$ cat config.mk
export PLATFORM = sky130hd
export DESIGN_NAME = gpio_irq_ctrl
export DESIGN_NICKNAME = d
export VERILOG_FILES = /design/src/rtl/gpio_irq_ctrl.sv
export SDC_FILE = /design/constraint.sdc
export NUM_CORES = 1
export LEC_CHECK = 0
export BUFFER_PORTS_ARGS = -buffer_cell sky130_fd_sc_hd__buf_2
export CORE_UTILIZATION = 58
export DETAILED_ROUTE_END_ITERATION = 8
export PLACE_DENSITY = 0.93
export REMOVE_ABC_BUFFERS = 1
export SYNTH_ARGS = -nofsm -noshare
export SYNTH_HDL_FRONTEND = slang
export SYNTH_SLANG_ARGS = --single-unit
export TNS_END_PERCENT = 10
$ cat constraint.sdc
create_clock -name HCLK -period 4.1 [get_ports HCLK]
set_input_delay 0.41 -clock HCLK [delete_from_list [all_inputs] [get_ports HCLK]]
set_output_delay 0.41 -clock HCLK [all_outputs]
set_load 0.01 [all_outputs]
$ cat src/rtl/gpio_irq_ctrl.sv
// Per-pin GPIO interrupt controller: pad synchroniser, prescaled debounce
// filter, level/edge event detection, sticky raw status with clear strobes,
// masked status and one combined interrupt line.
module gpio_irq_ctrl #(
    parameter int SZ      = 8,
    parameter int DB_W    = 8,
    parameter int PRESC_W = 16
) (
    input  logic               HCLK,
    input  logic               HRESET,
    input  logic [SZ-1:0]      GPIO_DIN,
    input  logic [SZ-1:0]      GPIO_OE,
    input  logic [SZ-1:0]      IM,
    input  logic [SZ-1:0]      TYPE,
    input  logic [SZ-1:0]      POL,
    input  logic [SZ-1:0]      BOTH,
    input  logic [SZ-1:0]      DB_EN,
    input  logic [DB_W-1:0]    DB_CNT,
    input  logic [PRESC_W-1:0] DB_PRESC,
    input  logic [SZ-1:0]      ICR,
    output logic [SZ-1:0]      DIN_SYNC,
    output logic [SZ-1:0]      RIS,
    output logic [SZ-1:0]      MIS,
    output logic               IRQ
);

    logic [SZ-1:0]            s1_q, s2_q;
    logic [SZ-1:0]            filt_q, filt_d;
    logic [SZ-1:0][DB_W-1:0]  dbc_q, dbc_d;
    logic [PRESC_W-1:0]       presc_q, presc_d;
    logic [SZ-1:0]            fd_q;
    logic [SZ-1:0]            ris_q, ris_d;
    logic [1:0]               arm_q, arm_d;

    logic                     tick;
    logic                     armed;
    logic [SZ-1:0]            f;
    logic [SZ-1:0]            rise, fall;
    logic [SZ-1:0]            ev_lvl, ev_edge, ev;

    // Two-flop synchroniser on the asynchronous pad inputs
    always_ff @(posedge HCLK or posedge HRESET) begin
        if (HRESET) begin
            s1_q <= '0;
            s2_q <= '0;
        end else begin
            s1_q <= GPIO_DIN;
            s2_q <= s1_q;
        end
    end

    // Debounce tick prescaler; a lowered DB_PRESC below the count wraps straight to 0
    always_comb begin
        tick    = (presc_q == DB_PRESC);
        presc_d = (presc_q >= DB_PRESC) ? '0 : presc_q + PRESC_W'(1);
    end

    // Per-pin debounce: count ticks while the synchronised value differs from the filter
    always_comb begin
        filt_d = filt_q;
        dbc_d  = dbc_q;
        for (int i = 0; i < SZ; i++) begin
            if (s2_q[i] == filt_q[i]) begin
                dbc_d[i] = '0;
            end else if (tick) begin
                // >= keeps the counter bounded when DB_CNT is lowered mid-count
                if (dbc_q[i] >= DB_CNT) begin
                    filt_d[i] = s2_q[i];
                    dbc_d[i]  = '0;
                end else begin
                    dbc_d[i] = dbc_q[i] + DB_W'(1);
                end
            end
        end
    end

    // Filtered pin value, edge detection and event qualification
    always_comb begin
        f       = (DB_EN & filt_q) | (~DB_EN & s2_q);
        rise    = f & ~fd_q;
        fall    = ~f & fd_q;
        ev_lvl  = ~(f ^ POL);
        ev_edge = (BOTH & (rise | fall)) | (~BOTH & ((POL & rise) | (~POL & fall)));
        ev      = ((TYPE & ev_edge) | (~TYPE & ev_lvl)) & ~GPIO_OE & {SZ{armed}};
    end

    // Sticky status: a new event wins over a simultaneous clear strobe
    always_comb begin
        ris_d = ev | (ris_q & ~ICR);
    end

    // Arming counter holds off events until edge history is valid after reset
    always_comb begin
        armed = (arm_q == 2'd3);
        arm_d = armed ? arm_q : arm_q + 2'd1;
    end

    // State registers for filter, prescaler, edge history, status and arming
    always_ff @(posedge HCLK or posedge HRESET) begin
        if (HRESET) begin
            filt_q  <= '0;
            dbc_q   <= '0;
            presc_q <= '0;
            fd_q    <= '0;
            ris_q   <= '0;
            arm_q   <= '0;
        end else begin
            filt_q  <= filt_d;
            dbc_q   <= dbc_d;
            presc_q <= presc_d;
            fd_q    <= f;
            ris_q   <= ris_d;
            arm_q   <= arm_d;
        end
    end

    assign DIN_SYNC = f;
    assign RIS      = ris_q;
    assign MIS      = ris_q & IM;
    assign IRQ      = |(ris_q & IM);

endmodule
== After elaboration in Yosys (flattened, before gate mapping) ==
Index checks and enable logic that the tools add are counted.
Widths: inputs -> output; s select.

* Flip-flop bits (word level): 122
* Bits of input ports: 90
* Output and inout bits: 25
* Word-level logic and storage cells: 131

* Add/subtract/negate cells: 10
* Order comparisons: 9
* Equal/unequal tests: 10
* Multiplexer cells: 25
* Bitwise gates (word level): 38
* Reductions and logical operators: 17

{| class="wikitable"
|+ Operator list
! cell !! number
|-
| $mux 8 || 24
|-
| $and 8x8->8 || 14
|-
| $not 8->8 || 9
|-
| $add 8x1->8 const B || 8
|-
| $ge 8x8->1 || 8
|-
| $or 8x8->8 || 6
|-
| $reduce_and 3->1 || 8
|-
| $add 16x1->16 const B || 1
|-
| $eq 16x16->1 || 1
|-
| $ge 16x16->1 || 1
|-
| $mux 16 || 1
|-
| $reduce_bool 2->1 || 8
|-
| $eq 1x1->1 || 8
|-
| $not 1->1 || 8
|-
| $reduce_or 8->1 || 1
|-
| $xor 8x8->8 || 1
|-
| $add 2x1->2 const B || 1
|-
| $eq 2x2->1 const B || 1
|}

== Longest topological paths before layout ==
Gate-level depths: netlist (run 1).

* Depth after elaboration: 14
* Mapped depth: 9
* Depth with buffers taken out: 8

== Worst setup path after synthesis (run 1) ==
No wires, ideal clock.

* Path kind: input port to flip-flop
* From: input DB_PRESC[13]
* To: register dbc_q[54] (netlist bit)
* Setup time: 74 ps
* Arrival time: 2,187 ps
* Required time: 4,026 ps
* Slack: 1,839 ps
* Stages on the path: 8
* Buffers on the path: 1
* Cell sequence: inv_1 > ha_1 > nand4_2 > or4_1 > buf_2 > or3_1 > a21o_1 > a21oi_2

* Word-level cells in the longest chain between the ends: 2

{| class="wikitable"
|+ RTL lines
! element !! line !! text
|-
| from (decl) || 19 || <nowiki>input logic [PRESC_W-1:0] DB_PRESC,</nowiki>
|-
| $eq 16x16->1 || 54 || <nowiki>tick = (presc_q == DB_PRESC);</nowiki>
|-
| $reduce_bool 2->1 (no source line) || -- ||
|-
| to (signal assigned) || 102 || <nowiki>dbc_q <= '0;</nowiki>
|-
| to (signal assigned) || 109 || <nowiki>dbc_q <= dbc_d;</nowiki>
|-
| to (decl) || 29 || <nowiki>logic [SZ-1:0][DB_W-1:0] dbc_q, dbc_d;</nowiki>
|}

Every way passes these cells.
A chain may end at the register's enable or synchronous reset.

== Final worst setup path (run 1) ==
* From: register presc_q[7]
* To: register dbc_q[44] (netlist bit)

* Word-level cells in the longest chain between the ends: 2

{| class="wikitable"
|+ RTL lines
! element !! line !! text
|-
| from (decl) || 30 || <nowiki>logic [PRESC_W-1:0] presc_q, presc_d;</nowiki>
|-
| from (signal assigned) || 110 || <nowiki>presc_q <= presc_d;</nowiki>
|-
| $eq 16x16->1 || 54 ||
|-
| $reduce_bool 2->1 (no source line) || -- ||
|}

Every way passes these cells.

==> results of run 1 <==
worst reg2reg max path, stage by stage, from the launching register on:
cell      delay, ns
dfrtp_1        0.44
ha_1           0.35
nand4_1        0.25
o41ai_1        0.91
nand4_1        0.21
xor2_1         0.19
a211oi_1       0.36
routing by layer:
| layer | up-vias | GRT usage, % | part of all wire [%] |
|---|---|---|---|
| met4 | 0 | 13.8 | 2.9 |
| met2 | 300 | 51.2 | 50 |
| li1 | 3167 | - | - |
| met5 | - | 0 | 0 |
| met1 | 3346 | 36.0 | 41 |
| met3 | 51 | 6.85 | 6.0 |
through the flow:
step,cell area [sq um],std cells,hold slack (ns),total power [uW]
2_1_floorplan,7840,780,0.331,1620
3_3_place_gp,8690,1075,0.333,1760
3_5_place_dp,8690,1075,0.336,1790
4_1_cts,9370,1107,0.0758,3510
5_1_grt,9380,1108,0.0709,3630
6_report,9380,1108,0.0849,3510
flip-flops by register name (all words and copies together), names as in the netlist:
register	flops
RIS	8
arm_q	2
dbc_q	64
fd_q	8
filt_q	8
presc_q	16
s1_q	8
s2_q	8
final timing paths:
path / startpoint / endpoint / slack [ns] / depth (start not counted)
min in group asynchronous: HRESET / s1_q[1] / 0.21 / 2
worst max register to register: presc_q[7] / dbc_q[44] / 1.26 / 6
worst max-delay path: presc_q[7] / dbc_q[44] / 1.26 / 6
worst min-delay path: GPIO_DIN[1] / s1_q[1] / 0.08 / 1
max in group asynchronous: HRESET / dbc_q[18] / 2.97 / 3
worst min register to register: s1_q[6] / s2_q[6] / 0.35 / 0
area by class of cell:
cell class | instances | area [sq um] | area share [%]
Clock buffer | 26 | 519 | 5.54
Clock inverter | 6 | 155 | 1.65
Inverter | 60 | 228 | 2.43
Multi-Input combinational cell | 598 | 4570 | 48.8
Sequential cell | 122 | 3050 | 32.5
Tap cell | 176 | 220 | 2.35
Timing Repair Buffer | 120 | 632 | 6.74
power groups by stage:
stage / sequential [uW] / clock, uW / combinational [uW]
5_1_grt: 1350 / 1770 / 507
3_5_place_dp: 1360 / 0 / 433
2_1_floorplan: 1350 / 0 / 278
4_1_cts: 1340 / 1720 / 447
6_report: 1350 / 1710 / 453
3_3_place_gp: 1360 / 0 / 407
cell usage in the layout, fill, tap and decap left out, drive strengths merged, types with 26 or more instances in the layout:
| cell type | n |
|---|---|
| dfrtp | 122 |
| buf | 120 |
| ha | 106 |
| inv | 60 |
| nand2 | 55 |
| xor2 | 47 |
| o21ai | 37 |
| nor2 | 36 |
| a211oi | 34 |
| xnor2 | 30 |
| a21oi | 26 |
| clkbuf | 26 |
cells by family (layout without fill, tap and decap cells):
group                    Yosys count  count (layout)  synth area share [%]
multiplexers                      20              20                  2.71
AND/OR/NAND/NOR                  211             211                  13.6
XOR/XNOR                          77              77                  8.50
adder cells (fa/ha/maj)          106             106                  16.7
flip-flops                       122             122                  38.5
AO/OA/AOI/OAI                    184             184                  16.0
buffers and inverters             81             212                  3.94
==> summary.txt, run 1 <==
CTS
  – Cts-stage hold buffer count: 0
  – Worst-Skew Late Latency: 0.43 ns
  – CTS HTree Levels: 4
  – CTS Buf Count: 17
  – CTS root buffer: clkbuf_16
  – Clock sinks: 122
  – Worst-path clk slew: 0.06 ns
  – CTS resizes: 0
  – CTS tree: yes
  – Setup bufs post-CTS: 0
  – Bufs on Longest Clock Path: 2

STA
  – Least-Margin Pin Slew: 0.951 ns
  – Worst slew margin: 35.8%
  – Setup violations, final: 0
  – Highest Clock Rate: 352 MHz
  – Final worst path period share: 69.3%
  – Max Slew Vio Count: 0
  – Post-layout minimum cycle time: 2.84 ns
  – Setup_tns: 0 ns
  – Setup slack after layout: 1.26 ns
  – Hold Vio Cnt, Final: 0
  – Layout Skew: 0.00905 ns
  – RSZ-0062 raised after global routing: false

Cells and area
  – Share of layout cells above drive strength 1: 17.9%
  – Fill count: 871
  – Area Overhead vs Synth: 18.3%
  – Post-layout nets: 1115
  – # diodes: 0
  – Core utilization of the finished layout: 70.6%

Synth
  – Sequential cell area fraction in the yosys report: 38.5%
  – Most frequent cells after synthesis: dfrtp_1, ha_1, inv_1
  – Yosys top cell by area: dfrtp_1
  – Mapped cell area: 7930 sq um
  – Yosys warns: 0
  – Most instantiated library cell after synthesis: dfrtp_1
  – Post-synth EDFFs: 0
  – Synth Flop Type: dfrtp_1
  – Synth unique cells: 47
  – Async SR Flop Fraction: 100%
  – FF+latch count, synth: 122
  – Synth Area per Inst: 9.90 sq um
  – Synth top area cells: dfrtp_1, ha_1, xor2_1, xnor2_1, a211oi_1
  – Top-area cell type share of the netlist area: 38.5%
  – Synth Instances: 801

Power and ir drop
  – Sequential Power Share: 38.3%
  – Switching share of power: 24.8%
  – Logic gate share of total power: 12.9%
  – Worst VDD drop: 315 uV
  – Power per cell area: 374 nW/um^2
  – P_leak: 0.00455 uW
  – P_sw: 872 uW
  – Clk pwr share: 48.8%
  – Int Pwr: 2640 uW

GRT
  – Tot GR Track Use: 30.0%
  – Initial antenna violation count: 0
  – First-pass GRT wire length: 33.4 mm
  – Largest net degree at the start of global routing: 94
  – Grt ovf: 0
  – Vias in the first global route: 6792

Critical path
  – WP data arrival: 3.14 ns
  – Critical Path RT: 4.40 ns
  – Family with the most delay on the worst path: compound AO/OA/AOI/OAI gates
  – Worst setup EP type: register
  – CP max FO: 5
  – Slowest stage delay, CP: 0.91 ns
  – Critical path class: reg2reg
  – Crit path max-delay cell type: o41ai_1
  – CP Cell Sequence: ha_1 -> nand4_1 -> o41ai_1 -> nand4_1 -> xor2_1 -> a211oi_1
  – Startpoint Class: register
  – Most common cell on crit path: nand4_1
  – WP buf/inv: 0

Floorplanning
  – Die height: 119 um
  – I/O pins: 115
  – Die Area: 14100 sq um
  – Core area: 13300 sq um
  – # rows: 42
  – Chip width: 119 um
  – Initial Utilization: 59.6%

Routing
  – DRT iter0 DRCs: 722
  – Residual DRC: 0
  – WL final: 20.5 mm
  – Pre-Repair DR Iteration Count: 5
  – DRT antenna net count: 0
  – Routed via count: 6864
  – WL/cell: 18.5 um
  – Post-DR vias/cell: 6.19

Job
  – Maxcap violations: 0

Placed design
  – Final HPWL DP: 13.2 mm
  – I/O Buffers: 114
  – Placer Congestion: 0.850
  – Post-Place Setup Slack: 1.32 ns

Status
  – Status: completed

Min path
  – Min-Delay Path Class: in2reg
No activity file was read; power rests on OpenSTA's default activity.
==> inputs of run 2 (changes only) <==
--- a/config.mk
+++ b/config.mk
@@ -5,10 +5,11 @@
 export SDC_FILE = /design/constraint.sdc
 export NUM_CORES = 1
 export LEC_CHECK = 0
+export ABC_AREA = 1
 export BUFFER_PORTS_ARGS = -buffer_cell sky130_fd_sc_hd__buf_2
-export CORE_UTILIZATION = 58
+export CORE_UTILIZATION = 53
 export DETAILED_ROUTE_END_ITERATION = 8
-export PLACE_DENSITY = 0.93
+export PLACE_DENSITY = 0.89
 export REMOVE_ABC_BUFFERS = 1
 export SYNTH_ARGS = -nofsm -noshare
 export SYNTH_HDL_FRONTEND = slang
==> constraint.sdc (replaced) <==
create_clock -name HCLK -period 2.46 [get_ports HCLK]
set_input_delay 0.246 -clock HCLK [delete_from_list [all_inputs] [get_ports HCLK]]
set_output_delay 0.246 -clock HCLK [all_outputs]
set_load 0.01 [all_outputs]
==> summary.txt, run 2 <==
Power and ir drop
  – P_leak: 0.00578 uW
  – Power per cell area: 539 nW/um^2
  – Worst VDD drop: 520 uV
  – Post-layout power: 5560 uW
  – Sequential Power Share: 39.2%
  – Int Pwr: 4070 uW
  – P_sw: 1490 uW
  – Switching share of power: 26.8%
  – Clk pwr share: 46.9%
  – Logic gate share of total power: 13.9%

Synth
  – Most instantiated library cell after synthesis: nand2_1
  – Top-area cell type share of the netlist area: 35.1%
  – Synth Flop Type: dfrtp_1
  – Most frequent cells after synthesis: nand2_1, inv_1, dfrtp_1
  – Mapped cell area: 8710 sq um
  – FF+latch count, synth: 122
  – Synth Area per Inst: 7.34 sq um
  – Synth Instances: 1186
  – Post-Synth Adder-Cell Area: 15.2%
  – Sequential cell area fraction in the yosys report: 35.1%
  – Synth top area cells: dfrtp_1, nand2_1, ha_1, inv_1, nor2_1
  – Synth unique cells: 34
  – Mux contribution to synthesized area: 0.129%
  – Yosys top cell by area: dfrtp_1
  – Largest family of logic cells by synthesized area: simple AND/OR/NAND/NOR gates
  – Synth Area in Compound Gates: 7.76%
  – Post-synth EDFFs: 0
  – Yosys warns: 0
  – Async SR Flop Fraction: 100%
  – Synth Area in Simple Gates: 28.5%
  – Post-Synth XOR/XNOR Area: 4.10%

CTS
  – CTS Buf Count: 17
  – CTS resizes: 0
  – Clock sinks: 122
  – CTS root buffer: clkbuf_16
  – CTS tree: yes
  – CTS HTree Levels: 4
  – Worst-Skew Late Latency: 0.43 ns
  – Bufs on Longest Clock Path: 2
  – Setup bufs post-CTS: 0
  – Cts-stage hold buffer count: 13
  – Worst-path clk slew: 0.06 ns

Critical path
  – Worst setup EP type: register
  – Critical path class: reg2reg
  – Slowest stage delay, CP: 0.42 ns
  – CP Cell Sequence: ha_1 -> nand2_1 -> nor2_1 -> nand2_2 -> nor2_8 -> buf_12 -> nor2_1 -> o21ai_0 -> nand2_1 -> nor2_1
  – Crit path max-delay cell type: dfrtp_1
  – WP buf/inv: 1
  – WP data arrival: 2.38 ns
  – Most common cell on crit path: nor2_1
  – Critical Path RT: 2.81 ns
  – Startpoint Class: register
  – CP max FO: 39
  – Family with the most delay on the worst path: simple AND/OR/NAND/NOR gates

STA
  – Final worst path period share: 82.4%
  – Worst slew margin: 50.5%
  – RSZ-0062 raised after global routing: false
  – Post-layout minimum cycle time: 2.03 ns
  – Highest Clock Rate: 493 MHz
  – Setup violations, final: 0
  – Least-Margin Pin Slew: 0.735 ns
  – Max Slew Vio Count: 0
  – Layout Skew: 0.00816 ns
  – Setup slack after layout: 0.433 ns
  – Hold Vio Cnt, Final: 0

Cells and area
  – Post-layout nets: 1530
  – Sequential cell area: 3050 sq um
  – Finished Cell Area: 10300 sq um
  – Most common cell after layout, fill and taps aside: nand2_1
  – # diodes: 0
  – Max reg flops: 64
  – Footprint of the multi-input gates: 4850 sq um
  – Fin cells: 1563
  – Area Overhead vs Synth: 18.6%
  – Largest register by flop count: dbc_q
  – Biggest regs: dbc_q: 64 flops, presc_q: 16 flops
  – Most frequent cells in the layout: nand2_1, inv_1, dfrtp_1, buf_2, nor2_1
  – Fill count: 1342
  – Share of layout cells above drive strength 1: 12.9%

GRT
  – Initial antenna violation count: 0
  – Grt ovf: 0
  – Largest net degree at the start of global routing: 60
  – First-pass GRT wire length: 34.0 mm
  – Tot GR Track Use: 25.6%
  – Vias in the first global route: 7712

Placed design
  – Final HPWL DP: 14.7 mm
  – Placer Congestion: 0.902
  – I/O Buffers: 114
  – Post-Place Setup Slack: 0.480 ns
  – Placed cells: 1518
  – Dpl cell area: 9580 sq um

Floorplanning
  – Die height: 130 um
  – Chip width: 130 um
  – Initial Utilization: 54.6%
  – Die Area: 16900 sq um
  – # rows: 46
  – Core area: 15900 sq um
  – I/O pins: 115

Routing
  – WL final: 20.5 mm
  – WL/cell: 13.1 um
  – DRT iter0 DRCs: 493
  – Residual DRC: 0
  – Pre-Repair DR Iteration Count: 5
  – Post-DR vias/cell: 5.14
  – Routed via count: 8033
  – DRT antenna net count: 0

Min path
  – Min-Delay Path Class: in2reg

Job
  – Maxcap violations: 0

Status
  – Status: completed
-- run 2: cell types whose count changed after synthesis, sizes merged, moves of 11 or more --
| cell | before | now |
|---|---|---|
| o21ai | 37 | 59 |
| a211oi | 34 | 0 |
| mux2 | 12 | 1 |
| a21oi | 26 | 45 |
| xor2 | 47 | 23 |
| xnor2 | 30 | 16 |
| o211ai | 22 | 0 |
| nand2 | 55 | 374 |
| nor2 | 36 | 113 |
| inv | 60 | 199 |
| nand3 | 25 | 51 |
| o2111ai | 22 | 0 |
-- run 2: layout make-up --
cell class                      count  share of cell area, %
Clock inverter                     11                   1.39
Multi-Input combinational cell    859                   47.0
Tap cell                          216                   2.62
Clock buffer                       21                   4.56
Sequential cell                   122                   29.6
Inverter                          199                   7.26
Timing Repair Buffer              135                   7.61
-- run 2: cell families (layout without fill, tap and decap cells) --
family,Yosys count,in the layout
muxes,1,1
adders and majority gates,106,106
AOI/OAI and AO/OA,125,125
DFF,122,122
xor gates and xnor gates,39,39
buffers and inverters,205,366
and+or+nand+nor,588,588
-- run 2: power by group through the flow --
stage / combinational, uW / sequential, uW / clock [uW]
CTS: 771 / 2180 / 2640
floorplan: 472 / 2200 / 0
global route: 888 / 2190 / 2730
finish: 775 / 2180 / 2610
global placement: 709 / 2210 / 0
detailed placement: 745 / 2210 / 0
-- run 2: final timing paths --
check	end	start	slack, ns	depth (start not counted)
max in group asynchronous	dbc_q[33]	HRESET	1.27	4
setup / recovery	dbc_q[29]	presc_q[5]	0.43	10
setup reg to reg	dbc_q[29]	presc_q[5]	0.43	10
hold reg to reg	s2_q[0]	s1_q[0]	0.35	0
min in group asynchronous	presc_q[6]	HRESET	0.44	3
hold / removal	RIS[7]	ICR[7]	0.01	2
-- run 2: metrics by stage --
stage                     setup TNS (ns)  hold WS, ns  utilization [%]
after global routing                   0      0.00800             64.8
after detailed placement               0        0.335             60.1
after CTS                              0      0.00106             64.8
after floorplan                  -125.48        0.277                -
after global placement                 0        0.333             60.1
final                                  0       0.0142             64.8
-- run 2: routing by layer --
layer | GRT usage [%] | part of all wire, % | wire (um) | vias to the layer above
li1 | - | - | - | 4051
met1 | 29.5 | 42 | 8650 | 3741
met2 | 45.4 | 51 | 10400 | 192
met3 | 5.08 | 4.4 | 911 | 49
met4 | 12.2 | 2.5 | 513 | 0
met5 | 0 | 0 | 0 | -
==> inputs of run 3 (changes only) <==
--- a/config.mk
+++ b/config.mk
@@ -7,9 +7,9 @@
 export LEC_CHECK = 0
 export ABC_AREA = 1
 export BUFFER_PORTS_ARGS = -buffer_cell sky130_fd_sc_hd__buf_2
-export CORE_UTILIZATION = 53
+export CORE_UTILIZATION = 59
 export DETAILED_ROUTE_END_ITERATION = 8
-export PLACE_DENSITY = 0.89
+export PLACE_DENSITY = 0.93
 export REMOVE_ABC_BUFFERS = 1
 export SYNTH_ARGS = -nofsm -noshare
 export SYNTH_HDL_FRONTEND = slang
==> constraint.sdc (replaced) <==
create_clock -name HCLK -period 2 [get_ports HCLK]
set_input_delay 0.2 -clock HCLK [delete_from_list [all_inputs] [get_ports HCLK]]
set_output_delay 0.2 -clock HCLK [all_outputs]
set_load 0.01 [all_outputs]
==> summary.txt, run 3 (synthesis gave the netlist of run 2 again) <==
Status
  – Status: completed

Routing
  – WL final: 21.9 mm
  – Routed via count: 8466
  – Residual DRC: 0
  – DRT antenna net count: 0
  – DRT iter0 DRCs: 717
  – Pre-Repair DR Iteration Count: 6
  – Post-DR vias/cell: 5.42
  – WL/cell: 14.0 um

Cells and area
  – Largest register by flop count: dbc_q
  – Most common cell after layout, fill and taps aside: nand2_1
  – Finished Cell Area: 10600 sq um
  – Fin cells: 1562
  – Fill count: 995
  – Share of layout cells above drive strength 1: 15.1%
  – Biggest regs: dbc_q: 64 flops, presc_q: 16 flops
  – Most frequent cells in the layout: nand2_1, inv_1, dfrtp_1, buf_2, ha_1
  – Area Overhead vs Synth: 21.8%
  – Post-layout nets: 1561
  – # diodes: 0
  – Max reg flops: 64

Power and ir drop
  – Power per cell area: 649 nW/um^2
  – Worst VDD drop: 1040 uV
  – Post-layout power: 6880 uW
  – P_leak: 0.00595 uW

STA
  – RSZ-0062 raised after global routing: true
  – Setup violations, final: 0
  – Min Hold Slack: 0.0340 ns
  – Highest Clock Rate: 528 MHz
  – Setup_tns: 0 ns
  – Max Slew Vio Count: 0
  – Post-layout minimum cycle time: 1.90 ns
  – Worst slew margin: 64.1%
  – Least-Margin Pin Slew: 0.537 ns
  – Hold Vio Cnt, Final: 0
  – Layout Skew: 0.00660 ns
  – Final worst path period share: 94.8%

GRT
  – Global routing's busiest layer: met2
  – Tot GR Track Use: 29.8%
  – GR Util met1: 33.8%
  – Largest net degree at the start of global routing: 68
  – First-pass GRT wire length: 35.4 mm
  – Met3 Use GR: 6.41%
  – Grt ovf: 0
  – Vias in the first global route: 8081
  – Global routing met2 resource utilization: 52.4%
  – Initial antenna violation count: 0

Placed design
  – Final HPWL DP: 15.1 mm
  – Placed cells: 1511
  – Placer Congestion: 0.910
  – I/O Buffers: 114
  – Dpl cell area: 9750 sq um

Critical path
  – Startpoint Class: register
  – WP data arrival: 2.25 ns
  – Critical path class: reg2reg
  – Worst setup EP type: register
  – CP max FO: 20
  – Flop2flop setup slack: 0.10 ns
  – Critical Path RT: 2.35 ns

CTS
  – CTS Buf Count: 17
  – Worst-path clk slew: 0.06 ns
  – Bufs on Longest Clock Path: 2
  – CTS HTree Levels: 4
  – Clock sinks: 122
  – CTS root buffer: clkbuf_16
  – Worst-Skew Late Latency: 0.43 ns
  – CTS tree: yes

Floorplanning
  – Die height: 123 um
  – Initial Utilization: 60.1%
  – Die Area: 15200 sq um
  – Core area: 14500 sq um
  – Chip width: 123 um
  – I/O pins: 115
  – # rows: 44

Job
  – Maxcap violations: 0

Min path
  – Min-Delay Path Class: in2reg
## run 3: cell types whose count changed in the layout (fill, tap and decap cells not counted), moves of 2 or more
cell,delta
nor2_2,+2
buf_12,+2
o21ai_4,+2
nand2_1,-2
clkinv_2,+2
buf_4,+24
nor2_1,-3
dlygate4sd3_1,+4
## run 3: final timing paths
| check | startpoint | end | cells past startpoint |
|---|---|---|---|
| worst max-delay path | presc_q[15] | dbc_q[58] | 9 |
| worst min-delay path | GPIO_OE[6] | RIS[6] | 4 |
| worst max register to register | presc_q[15] | dbc_q[58] | 9 |
| worst min register to register | s1_q[4] | s2_q[4] | 0 |
| max in group asynchronous | HRESET | dbc_q[47] | 4 |
| min in group asynchronous | HRESET | s1_q[0] | 3 |
## run 3: report_power, final
group	switching [uW]	total, uW	internal (uW)
clock network	1140	3150	2010
logic	617	1050	438
registers	87.0	2670	2580
total	1840	6880	5030
## run 3: repair_timing
action	in CTS	in global routing
gates resized for setup	0	12
hold buffers	17	0
endpoints found under the hold margin	31	0
setup endpoints to repair	0	56
buffers inserted	0	1
## run 3: routing by layer
layer	share of wire, %	up-vias	wire [um]
li1	-	4121	-
met5	0	-	0
met2	50	369	11000
met4	4.5	0	987
met3	6.6	88	1450
met1	39	3888	8560
## run 3: area by class of cell
class                           count  area, sq um  area share (%)
Clock inverter                     12          146            1.38
Sequential cell                   122         3050            28.8
Clock buffer                       20          457            4.31
Tap cell                          184          230            2.17
Timing Repair Buffer              166         1070            10.1
Inverter                          199          749            7.07
Multi-Input combinational cell    859         4890            46.2
## run 3: critical path, stage by stage (launching register included)
cell     delay [ns]
dfrtp_1        0.40
ha_1           0.29
nand2_1        0.14
nor2_4         0.06
nand2_4        0.13
nor2_8         0.05
buf_12         0.17
nor2_1         0.35
nand2_1        0.12
o21ai_1        0.11
## run 3: per-stage QoR
stage / util, % / setup slack, ns
detailed placement: 67.4 / 0.0407
CTS: 72.7 / 0.0212
finish: 73.2 / 0.104
global placement: 67.4 / 0.0872
floorplan: - / -1.44
global route: 73.2 / -0.00557
